<file path="src/rtl/instr_sequencer.sv">
// Multi-cycle fetch/decode/memory/writeback sequencer for the 16-bit core.
// Every memory and register-file strobe comes straight from a flop so the bus sees glitch-free, stable requests.
module instr_sequencer #(
    parameter logic [15:0] RESET_PC = 16'h0000
) (
    input  logic        clk,
    input  logic        reset,
    output logic        mem_req,
    output logic        mem_we,
    output logic [15:0] mem_addr,
    output logic [15:0] mem_wdata,
    input  logic [15:0] mem_rdata,
    input  logic        mem_ack,
    output logic [15:0] ir,
    output logic        carry,
    output logic [15:0] mdr,
    input  logic [15:0] alu_result,
    input  logic        alu_cout,
    input  logic [15:0] st_data,
    output logic        rf_we,
    output logic [1:0]  rf_waddr,
    output logic        rf_wsel,
    output logic [15:0] pc,
    output logic        halted,
    output logic        illegal,
    output logic [2:0]  state_dbg
);
    typedef enum logic [2:0] {
        S_FETCH, S_DECODE, S_MEMRD, S_EXEC, S_WB, S_MEMWR, S_HALT
    } state_e;

    typedef enum logic [2:0] {
        C_NOP, C_ILL, C_HLT, C_ALU, C_MEM, C_LDR, C_STI
    } class_e;

    function automatic class_e op_class(input logic [4:0] op);
        case (op)
            5'b00000: op_class = C_NOP;
            5'b00001, 5'b00100, 5'b00101, 5'b01000,
            5'b01001, 5'b01010, 5'b01011, 5'b01100: op_class = C_ALU;
            5'b00010, 5'b00011, 5'b00110, 5'b00111: op_class = C_MEM;
            5'b01110: op_class = C_LDR;
            5'b01111: op_class = C_STI;
            5'b11111: op_class = C_HLT;
            default:  op_class = C_ILL;
        endcase
    endfunction

    function automatic logic [1:0] dest_reg(input logic [15:0] instr);
        case (instr[15:11])
            5'b00100, 5'b01000:                     dest_reg = instr[10:9];
            5'b00010, 5'b00011, 5'b00110, 5'b00111: dest_reg = instr[11:10];
            5'b01010, 5'b01011:                     dest_reg = instr[1:0];
            5'b01110:                               dest_reg = instr[7:6];
            default:                                dest_reg = instr[3:2];
        endcase
    endfunction

    state_e      state_q, state_d;
    logic [15:0] pc_q, pc_d, ir_q, ir_d, mdr_q, mdr_d;
    logic [15:0] mem_addr_q, mem_addr_d, mem_wdata_q, mem_wdata_d;
    logic        carry_q, carry_d, mem_req_q, mem_req_d, mem_we_q, mem_we_d;
    logic        rf_we_q, rf_we_d, rf_wsel_q, rf_wsel_d;
    logic [1:0]  rf_waddr_q, rf_waddr_d;
    logic        halted_q, halted_d, illegal_q, illegal_d;
    logic        acked;
    class_e      cls;

    // Handshake: a transfer completes on a rising edge where mem_req=1 and mem_ack=1;
    // ack with no request outstanding is ignored. After reset or a store, FETCH spends
    // one cycle raising mem_req so requests never run back to back.
    always_comb begin
        state_d     = state_q;
        pc_d        = pc_q;
        ir_d        = ir_q;
        mdr_d       = mdr_q;
        carry_d     = carry_q;
        mem_req_d   = mem_req_q;
        mem_we_d    = mem_we_q;
        mem_addr_d  = mem_addr_q;
        mem_wdata_d = mem_wdata_q;
        rf_we_d     = 1'b0;
        rf_waddr_d  = rf_waddr_q;
        rf_wsel_d   = rf_wsel_q;
        halted_d    = halted_q;
        illegal_d   = 1'b0;
        acked       = mem_req_q && mem_ack;
        cls         = op_class(ir_q[15:11]);

        case (state_q)
            S_FETCH: begin
                if (!mem_req_q) begin
                    mem_req_d  = 1'b1;
                    mem_we_d   = 1'b0;
                    mem_addr_d = pc_q;
                end else if (acked) begin
                    mem_req_d = 1'b0;
                    ir_d      = mem_rdata;
                    pc_d      = pc_q + 16'd1;
                    illegal_d = (op_class(mem_rdata[15:11]) == C_ILL);
                    state_d   = S_DECODE;
                end
            end
            S_DECODE: begin
                case (cls)
                    C_HLT: begin
                        halted_d = 1'b1;
                        state_d  = S_HALT;
                    end
                    C_MEM, C_LDR: begin
                        mem_req_d  = 1'b1;
                        mem_we_d   = 1'b0;
                        mem_addr_d = (cls == C_MEM) ? {8'h00, ir_q[7:0]} : alu_result;
                        state_d    = S_MEMRD;
                    end
                    C_STI: begin
                        mem_req_d   = 1'b1;
                        mem_we_d    = 1'b1;
                        mem_addr_d  = alu_result;
                        mem_wdata_d = st_data;
                        state_d     = S_MEMWR;
                    end
                    C_ALU: begin
                        rf_we_d    = 1'b1;
                        rf_wsel_d  = 1'b0;
                        rf_waddr_d = dest_reg(ir_q);
                        state_d    = S_EXEC;
                    end
                    default: begin
                        mem_req_d  = 1'b1;
                        mem_we_d   = 1'b0;
                        mem_addr_d = pc_q;
                        state_d    = S_FETCH;
                    end
                endcase
            end
            S_MEMRD: begin
                if (acked) begin
                    mem_req_d  = 1'b0;
                    mdr_d      = mem_rdata;
                    rf_we_d    = 1'b1;
                    rf_wsel_d  = (cls == C_LDR);
                    rf_waddr_d = dest_reg(ir_q);
                    state_d    = (cls == C_LDR) ? S_WB : S_EXEC;
                end
            end
            S_EXEC, S_WB: begin
                if (state_q == S_EXEC) carry_d = alu_cout;
                mem_req_d  = 1'b1;
                mem_we_d   = 1'b0;
                mem_addr_d = pc_q;
                state_d    = S_FETCH;
            end
            S_MEMWR: begin
                if (acked) begin
                    mem_req_d = 1'b0;
                    mem_we_d  = 1'b0;
                    state_d   = S_FETCH;
                end
            end
            S_HALT: state_d = S_HALT;
            default: state_d = S_FETCH;
        endcase
    end

    always_ff @(posedge clk or posedge reset) begin
        if (reset) begin
            state_q     <= S_FETCH;
            pc_q        <= RESET_PC;
            ir_q        <= 16'h0000;
            mdr_q       <= 16'h0000;
            carry_q     <= 1'b0;
            mem_req_q   <= 1'b0;
            mem_we_q    <= 1'b0;
            mem_addr_q  <= 16'h0000;
            mem_wdata_q <= 16'h0000;
            rf_we_q     <= 1'b0;
            rf_waddr_q  <= 2'd0;
            rf_wsel_q   <= 1'b0;
            halted_q    <= 1'b0;
            illegal_q   <= 1'b0;
        end else begin
            state_q     <= state_d;
            pc_q        <= pc_d;
            ir_q        <= ir_d;
            mdr_q       <= mdr_d;
            carry_q     <= carry_d;
            mem_req_q   <= mem_req_d;
            mem_we_q    <= mem_we_d;
            mem_addr_q  <= mem_addr_d;
            mem_wdata_q <= mem_wdata_d;
            rf_we_q     <= rf_we_d;
            rf_waddr_q  <= rf_waddr_d;
            rf_wsel_q   <= rf_wsel_d;
            halted_q    <= halted_d;
            illegal_q   <= illegal_d;
        end
    end

    assign mem_req   = mem_req_q;
    assign mem_we    = mem_we_q;
    assign mem_addr  = mem_addr_q;
    assign mem_wdata = mem_wdata_q;
    assign ir        = ir_q;
    assign carry     = carry_q;
    assign mdr       = mdr_q;
    assign rf_we     = rf_we_q;
    assign rf_waddr  = rf_waddr_q;
    assign rf_wsel   = rf_wsel_q;
    assign pc        = pc_q;
    assign halted    = halted_q;
    assign illegal   = illegal_q;
    assign state_dbg = state_q;
endmodule

</file>
<file path="config.mk">
export PLATFORM = sky130hd
export DESIGN_NAME = instr_sequencer
export DESIGN_NICKNAME = d
export VERILOG_FILES = /design/src/rtl/instr_sequencer.sv
export SDC_FILE = /design/constraint.sdc
export NUM_CORES = 1
export LEC_CHECK = 0
export CAP_MARGIN = 20
export CORE_MARGIN = 2
export CORE_UTILIZATION = 40
export DETAILED_ROUTE_END_ITERATION = 8
export PLACE_DENSITY_LB_ADDON = 0.1
export RECOVER_POWER = 25
export SLEW_MARGIN = 20
export SYNTH_ARGS = -nofsm -noshare
export SYNTH_HDL_FRONTEND = slang
export SYNTH_SLANG_ARGS = --single-unit
</file>
<file path="constraint.sdc">
create_clock -name clk -period 6.84 [get_ports clk]
set_input_delay 0.684 -clock clk [delete_from_list [all_inputs] [get_ports clk]]
set_output_delay 0.684 -clock clk [all_outputs]
set_load 0.03 [all_outputs]
</file>
# [Yosys cells after proc, flatten, opt, wreduce, memory -nomap -nowiden]
# Memories as Yosys holds them, arrays and structs flattened.
# Cells that the tools add are included.
[totals] reg_bits=92 latch_bits=0 ramBits=0 mem_bits_ro=192 in_bits=52 output_inout_bits=92 elab_cells=104 n_memories=2
[memory_table] memory="(no name shown)" words=32 width=3 rd=1 rd_clocked_by_memory_dff=0 wr=0 line_no="37" text="case (op)"
[memory_table] memory="(no name shown)" words=32 width=3 rd=1 rd_clocked_by_memory_dff=0 wr=0 line_no="37"
[classes] add_sub_neg=1 mul=0 n_div=0 order_cmp=0 eq_ne=29 n_shift=0 muxes=35 n_bitwise=0 reduce_logical=23
[op_table] op="$pmux 16 s3" n=2
[op_table] op="$mux 16" n=2
[op_table] op="$mux 3" n=8
[op_table] op="$eq 5x4->1 const B" n=4
[op_table] op="$eq 3x3->1 const B" n=6
[op_table] op="$add 16x1->16 const B" n=1
[op_table] op="$eq 5x3->1 const B" n=3
[op_table] op="$pmux 3 s5" n=1
[op_table] op="$ne 2x2->1 const B" n=7
[op_table] op="$eq 3x2->1 const B" n=4
[op_table] op="$mux 1" n=12
[op_table] op="$pmux 3 s4" n=1
[op_table] op="$reduce_and 3->1" n=4
[op_table] op="$reduce_or 2->1" n=6
[op_table] op="$eq 5x2->1 const B" n=2
[op_table] op="$pmux 1 s4" n=2
[op_table] op="$pmux 2 s4" n=1
[op_table] op="$reduce_and 2->1" n=4
[op_table] op="$reduce_and 4->1" n=2
[op_table] op="$reduce_bool 4->1" n=2
[op_table] op="$eq 3x1->1 const B" n=2
[op_table] op="$pmux 1 s2" n=3
[op_table] op="$mux 2" n=2
[op_table] op="$pmux 2 s2" n=1
[op_table] op="6 further kinds" n=6

# [Depth between registers and ports, before layout]
# Gate-level depths: netlist of run 1.
[logic_depth] ltp_word=8 mapped_depth=10

# [Least setup slack after synthesis of run 1]
# No wires, ideal clock.
[synth_timing] kind="register to register" start="register ir_q[12] (netlist: ir[12])" end="register mem_addr_q[11] (netlist: mem_addr[11])" arrival_time_ns=2.268 required_ns=6.714 setup_slack_ns=4.446 stages_incl_launch_ff=10 n_path_buf=1 synth_period_minus_slack_ns=2.394 path_cell_list="dfrtp_1 > inv_1 > ha_1 > nand3_1 > nor4b_4 > a21oi_2 > o22a_4 > and2_4 > buf_6 > a221o_1"
[synth_between] elab_chain_cells=5 word_cells_on_any_way=13
[synth_lines] item="from (decl)" line_no="60" text="logic [15:0] pc_q, pc_d, ir_q, ir_d, mdr_q, mdr_d;"
[synth_lines] item="from (signal assigned)" line_no="185" text="ir_q <= ir_d;"
[synth_lines] item="$mem_v2 32x3 *"
[synth_lines] item="$eq 3x3->1, or another cell as far along" line_no="105, 113"
[synth_lines] item="$mux 16, or another cell as far along" line_no="113" text="mem_addr_d = (cls == C_MEM) ? {8'h00, ir_q[7:0]} : alu_result;"
[synth_lines] item="$pmux 16 s3 or $ne 2x2->1 (tied branches)"
[synth_lines] item="$pmux 16 s3 or $reduce_and 3->1 (tied branches)"
[synth_lines] item="to (signal assigned)" line_no="190" text="mem_addr_q <= mem_addr_d;"
[synth_lines] item="to (decl)" line_no="61" text="logic [15:0] mem_addr_q, mem_addr_d, mem_wdata_q, mem_wdata_d;"
# Every way passes the cells marked *; elsewhere a longest branch is shown, timed or not.
# A chain may end at the register's enable or synchronous reset.

# [Final worst setup path of run 1]
[layout_timing] start="input port mem_ack" end="register pc_q[14] (netlist: pc[14])"
[layout_between] elab_chain_cells=2
[layout_lines] item="from (decl)" line_no="13" text="input logic mem_ack,"
[layout_lines] item="$logic_and 1x1->1" line_no="87" text="acked = mem_req_q && mem_ack;"
[layout_lines] item="$reduce_and 3->1 (no source line)"
[layout_lines] item="to (signal assigned)" line_no="184" text="pc_q <= pc_d;"
[layout_lines] item="to (decl)" line_no="60"
# No other way between the ends.

==> results.json, run 1 <==
{
  "drt-vias-per-instance": 5.05,
  "synth_fa_ha_area_share_pct": 2.31,
  "ios": 144,
  "fin_skew_ps": 12.8,
  "finalCritPeriodShare_pct": 40.8,
  "path_class": "in -> reg",
  "synth_top_family_by_area": "simple AND/OR/NAND/NOR gates",
  "setup_violations": 0,
  "post-route-drc-count": 0,
  "yosys.area_share.simple_pct": 17.7,
  "crit_path_start_kind": "input pin",
  "finalWorstSetupSlack_ps": 4050,
  "cts_buffers": 9,
  "fp.dieW_um": 108,
  "cp.required_ps": 7090,
  "num_rows": 38,
  "synth_cell_types": 58,
  "rsz0062_at_grt": "no",
  "tightestPinTransition_ps": 1630,
  "nFillCells": 941,
  "root_buffer": "clkbuf_8",
  "yosys.cell_count.top_type": "dfrtp_1",
  "fp.coreArea_mm2": 0.0107,
  "area_delta_synth_final_pct": 39.9,
  "place_congestion": 0.860,
  "grt_use_total_pct": 19.2,
  "drt-pass1-iter-count": 4,
  "ys_ff_latch": 92,
  "h-tree-depth": 3,
  "pre_cts_slack_ps": 4030,
  "start_util_pct": 40.6,
  "synth.top_cell.area_share_pct": 53.1,
  "nets": 597,
  "syn_inst": 395,
  "setup_tns_ps": 0,
  "cp_max_fo": 21,
  "regArea_mm2": 0.00230,
  "cts_resized": 0,
  "status": "complete, but fails checks",
  "antenna_found_initial": 0,
  "post_cts_buffers": 0,
  "synth_common_cells": "dfrtp_1 (92), nand2_1 (71), mux2_2 (35)",
  "die_area_mm2": 0.0117,
  "cp-startpoint": "mem_ack",
  "ir_drop_v": 0.0000976,
  "violations": "max-capacitance violations, max-slew violations",
  "critPathSlowestCell": "clkbuf_1",
  "async_flop_share_pct": 100,
  "max_freq_mhz": 358,
  "critPathCaptureType": "register",
  "hold_viol_final": 0,
  "ys_warn_count": 0,
  "holdCritPathClass": "reg -> reg",
  "worstReg2RegStart": "ir[11]",
  "ant_nets": 0,
  "synth-xor-area-share_pct": 3.23,
  "yosysSeqAreaShare_pct": 53.1,
  "leakagePower_uw": 0.00267,
  "cts_buffer_depth": 2,
  "multi_input_area_mm2": 0.00192,
  "diodes": 0,
  "min_from": "halted",
  "die_h_um": 108,
  "grt_max_degree": 56,
  "finalNonFillerCells": 681,
  "synth_ff_type": "dfrtp_1",
  "path_cells": "dlygate4sd3_1 -> nand3b_1 -> nor3_2 -> clkbuf_1 -> and3_1 -> nand4_1 -> xnor2_1",
  "num_vias": 3437,
  "p_per_area_mw_per_mm2": 155,
  "min_path_cells": 1,
  "synth_area_mm2": 0.00434,
  "dpl.cell_count": 666,
  "wirelength_mm": 10.9,
  "slew_viol_final": 39,
  "cts_tree": "yes",
  "drt_iter0_drc": 89,
  "slew_headroom_pct": -9.43,
  "avgSynthCellArea_um2": 11.0,
  "ctsHoldBuffers": 0,
  "synth_mux_area_share_pct": 9.08,
  "wire_per_inst_um": 16.0,
  "drive_gt1_share_pct": 13.1,
  "cts.sink_count": 92,
  "synth_fp_nets": 455,
  "synth-compound-area-share_pct": 11.9,
  "synth_edf_count": 0,
  "period_needed_ps": 2790,
  "final_util_pct": 56.7,
  "clk_pin_slew_ps": 80,
  "arrival_ps": 3050,
  "whs_ps": 459,
  "worst_path_largest_cell_delay_ps": 690,
  "reg2reg_depth": 8,
  "clk_latency_ps": 370,
  "grt_overflow": 0,
  "grt_pass1_wl_mm": 17.4,
  "grt_pass1_vias": 3441,
  "synth_area_leaders": "dfrtp_1 (53%), mux2_2 (9.1%), nand2_1 (6.1%)",
  "maxCapViolations": 1,
  "synth_largest_area_cell": "dfrtp_1",
  "dp_hpwl_mm": 8.03,
  "port-buffer-count": 143
}
-- cell families (layout without fill, tap and decap cells) --
kind of cell,Yosys count,in the layout
and+or+nand+nor,155,155
DFF,92,92
AOI/OAI and AO/OA,65,65
muxes,35,35
buffers and inverters,24,170
xor gates and xnor gates,16,16
adders and majority gates,8,8
-- per-layer routing --
metal / wire, um / share of wire, % / track usage (%)
met1: 5010 / 46 / 26.3
met4: 202 / 1.8 / 8.33
met5: 0 / 0 / 0
met3: 596 / 5.5 / 3.98
met2: 5120 / 47 / 29.6
-- layout make-up --
class | count | share of cell area [%]
Clock inverter | 5 | 0.886
Timing Repair Buffer | 147 | 24.0
Sequential cell | 92 | 37.9
Inverter | 8 | 0.515
Tap cell | 140 | 2.89
Clock buffer | 10 | 2.10
Multi-Input combinational cell | 279 | 31.7
-- metrics by stage --
stage | total power, uW | instance area [um^2]
6_report | 940 | 6070
5_1_grt | 977 | 6070
4_1_cts | 954 | 6070
3_5_place_dp | 599 | 5890
3_3_place_gp | 599 | 5890
2_1_floorplan | 564 | 4340
-- path summary, 6_finish.rpt --
kind | slack, ps | end
worst max register to register | 4280 | mem_addr[1]
worst min register to register | 460 | halted
max in group asynchronous | 4330 | ir[9]
worst min-delay path | 460 | halted
worst max-delay path | 4050 | pc[14]
min in group asynchronous | 1160 | mem_wdata[0]
-- sequential cells by signal (all words and copies together), names as in the netlist, 2 cells and up --
signal	count
mem_addr	16
ir	16
pc	16
mdr	16
rf_waddr	2
mem_wdata	16
state_dbg	3
-- worst max-delay path: cells and delay by family --
kind | cells | cell delay [ps]
buffers and inverters | 2 | 1280
and+or+nand+nor | 4 | 930
xor gates and xnor gates | 1 | 140
-- layout by cell type (no fill, tap or decap), drive strengths merged, types with 5 or more instances in the layout --
cell type      instances
a21oi                  6
a221o                  8
a31oi                 10
a32oi                  8
and2b                  5
clkbuf                11
clkdlybuf4s50        141
dfrtp                 92
ha                     8
inv                    7
mux2                  35
nand2                 71
nand3                 12
nor2                  28
nor2b                  8
nor3                   8
o21ai                 10
xnor2                 13
-- power breakdown --
group | switching, uW | internal (uW)
registers | 0 | 543
logic | 17.3 | 26.5
clock network | 187 | 166
(Power assumes the default switching activity.)
==> run 2, diff against run 1 <==
Clock period 6.84 ns to 2.6 ns, I/O delays scaled along.
==> results.json, run 2 (same netlist as run 1, synthesis figures left out) <==
{
  "status": "finished, final reports clean",
  "mostFrequentLayoutCells": "clkdlybuf4s50_1 (142), dfrtp_1 (92), nand2_1 (71)",
  "arrival_ps": 2630,
  "cts_tree": "yes",
  "min_from": "mem_rdata[8]",
  "ant_nets": 0,
  "min_path_cells": 3,
  "slew_headroom_pct": 18.6,
  "wire_per_inst_um": 16.4,
  "grt_use_total_pct": 19.6,
  "clk_latency_ps": 370,
  "critPathCaptureType": "register",
  "port-buffer-count": 143,
  "die_h_um": 108,
  "num_vias": 3530,
  "reg2reg_depth": 8,
  "ios": 144,
  "place_congestion": 0.869,
  "cts_buffers": 9,
  "cp_max_fo": 25,
  "wirelength_mm": 11.3,
  "p_per_area_mw_per_mm2": 416,
  "grt_pass1_wl_mm": 17.9,
  "drive_gt1_share_pct": 14.4,
  "die_area_mm2": 0.0117,
  "power.internal_uw": 1980,
  "finalNonFillerCells": 687,
  "switching_share_pct": 22.5,
  "rsz0062_at_grt": "no",
  "cts_buffer_depth": 2,
  "max_freq_mhz": 421,
  "start_util_pct": 40.6,
  "fin_skew_ps": 11.0,
  "hold_viol_final": 0,
  "post-route-drc-count": 0,
  "crit_family": "compound AO/OA/AOI/OAI gates",
  "path_buf_inv": 1,
  "diodes": 0,
  "period_needed_ps": 2380,
  "tightestPinTransition_ps": 1220,
  "leakagePower_uw": 0.00271,
  "h-tree-depth": 3,
  "drt-pass1-iter-count": 5,
  "holdCritPathClass": "in -> reg",
  "setup_tns_ps": 0,
  "path_cells": "inv_1 -> ha_1 -> nand3_1 -> nor4b_4 -> a21oi_4 -> o22a_4 -> and2_4 -> a221o_1",
  "dpl.cell_count": 671,
  "drt-vias-per-instance": 5.14,
  "cp.required_ps": 2860,
  "pwr-share-seq_pct": 56.0,
  "grt_pass1_vias": 3538,
  "nets": 602,
  "drt_iter0_drc": 168,
  "power_uw": 2550,
  "maxCapViolations": 0,
  "comb_power_share_pct": 4.6,
  "area_delta_synth_final_pct": 41.7,
  "grt_overflow": 0,
  "post_cts_buffers": 0,
  "worst_path_largest_cell_delay_ps": 430,
  "antenna_found_initial": 0,
  "finalCritPeriodShare_pct": 91.4,
  "r2r-end": "mem_addr[12]",
  "path_class": "reg -> reg",
  "fp.coreArea_mm2": 0.0107,
  "cts.sink_count": 92,
  "num_rows": 38,
  "critPathSlowestCell": "dfrtp_1",
  "clk_pin_slew_ps": 100,
  "ir_drop_v": 0.000220,
  "pre_cts_slack_ps": 161,
  "reg2reg_slack_ps": 220,
  "p_switching_uw": 575,
  "crit_path_start_kind": "register",
  "grt_max_degree": 93,
  "pwr-share-clk_pct": 39.5,
  "finalWorstSetupSlack_ps": 224,
  "hold_end": "ir[8]",
  "root_buffer": "clkbuf_8",
  "slew_viol_final": 0,
  "final_common_cell": "clkdlybuf4s50_1",
  "dp_hpwl_mm": 8.50,
  "setup_violations": 0,
  "fp.dieW_um": 108,
  "worstReg2RegStart": "ir[12]"
}
[run 2: timing repair]
action	in CTS	in global routing
gates resized for setup	0	1
endpoints found under the setup margin	0	3
hold buffers	0	0
[run 2: metal layers]
layer / track usage [%] / wire length [um] / vias to the layer above / part of all wire (%)
met1: 25.2 / 4930 / 1705 / 44
met4: 6.59 / 202 / 0 / 1.8
met3: 5.42 / 823 / 17 / 7.3
met2: 31.9 / 5340 / 115 / 47
met5: 0 / 0 / - / 0
li1: - / - / 1693 / -
[run 2: final cells by class]
type | instances | area (um^2)
Clock buffer | 10 | 138
Timing Repair Buffer | 152 | 1500
Multi-Input combinational cell | 279 | 1930
Tap cell | 140 | 175
Clock inverter | 6 | 70.1
Inverter | 8 | 33.8
Fill cell | 958 | 4550
Sequential cell | 92 | 2300
[run 2: worst register-to-register path, cell delays in order (launching register included)]
cell	delay [ps]
dfrtp_1	430
inv_1	120
ha_1	310
nand3_1	170
nor4b_4	270
a21oi_4	120
o22a_4	330
and2_4	210
a221o_1	300
[run 2: per-stage QoR]
step	area (um^2)	hold slack, ps	util, %
after global placement	5940	440	55.6
final	6150	439	57.5
after detailed placement	5940	458	55.6
after floorplan	4340	365	-
after global routing	6150	451	57.5
after CTS	6150	407	57.5
[run 2: how the worst max path moves through the flow]
| stage | slack [ps] | end | from | cells past startpoint |
|---|---|---|---|---|
| floorplan | 210 | mem_addr[15] | ir[12] | 9 |
| global placement | 240 | mem_addr[13] | ir[12] | 8 |
| detailed placement | 160 | mem_addr[11] | ir[12] | 8 |
| CTS | 120 | mem_addr[11] | ir[12] | 8 |
| global route | 60 | mem_addr[9] | ir[12] | 8 |
| finish | 220 | mem_addr[12] | ir[12] | 8 |
[run 2: power groups by stage]
stage,clock [uW],sequential [uW],combinational (uW)
CTS,1040,1430,123
global placement,0,1460,121
detailed placement,0,1460,123
finish,1010,1430,117
global route,1100,1430,128
floorplan,0,1460,24.8
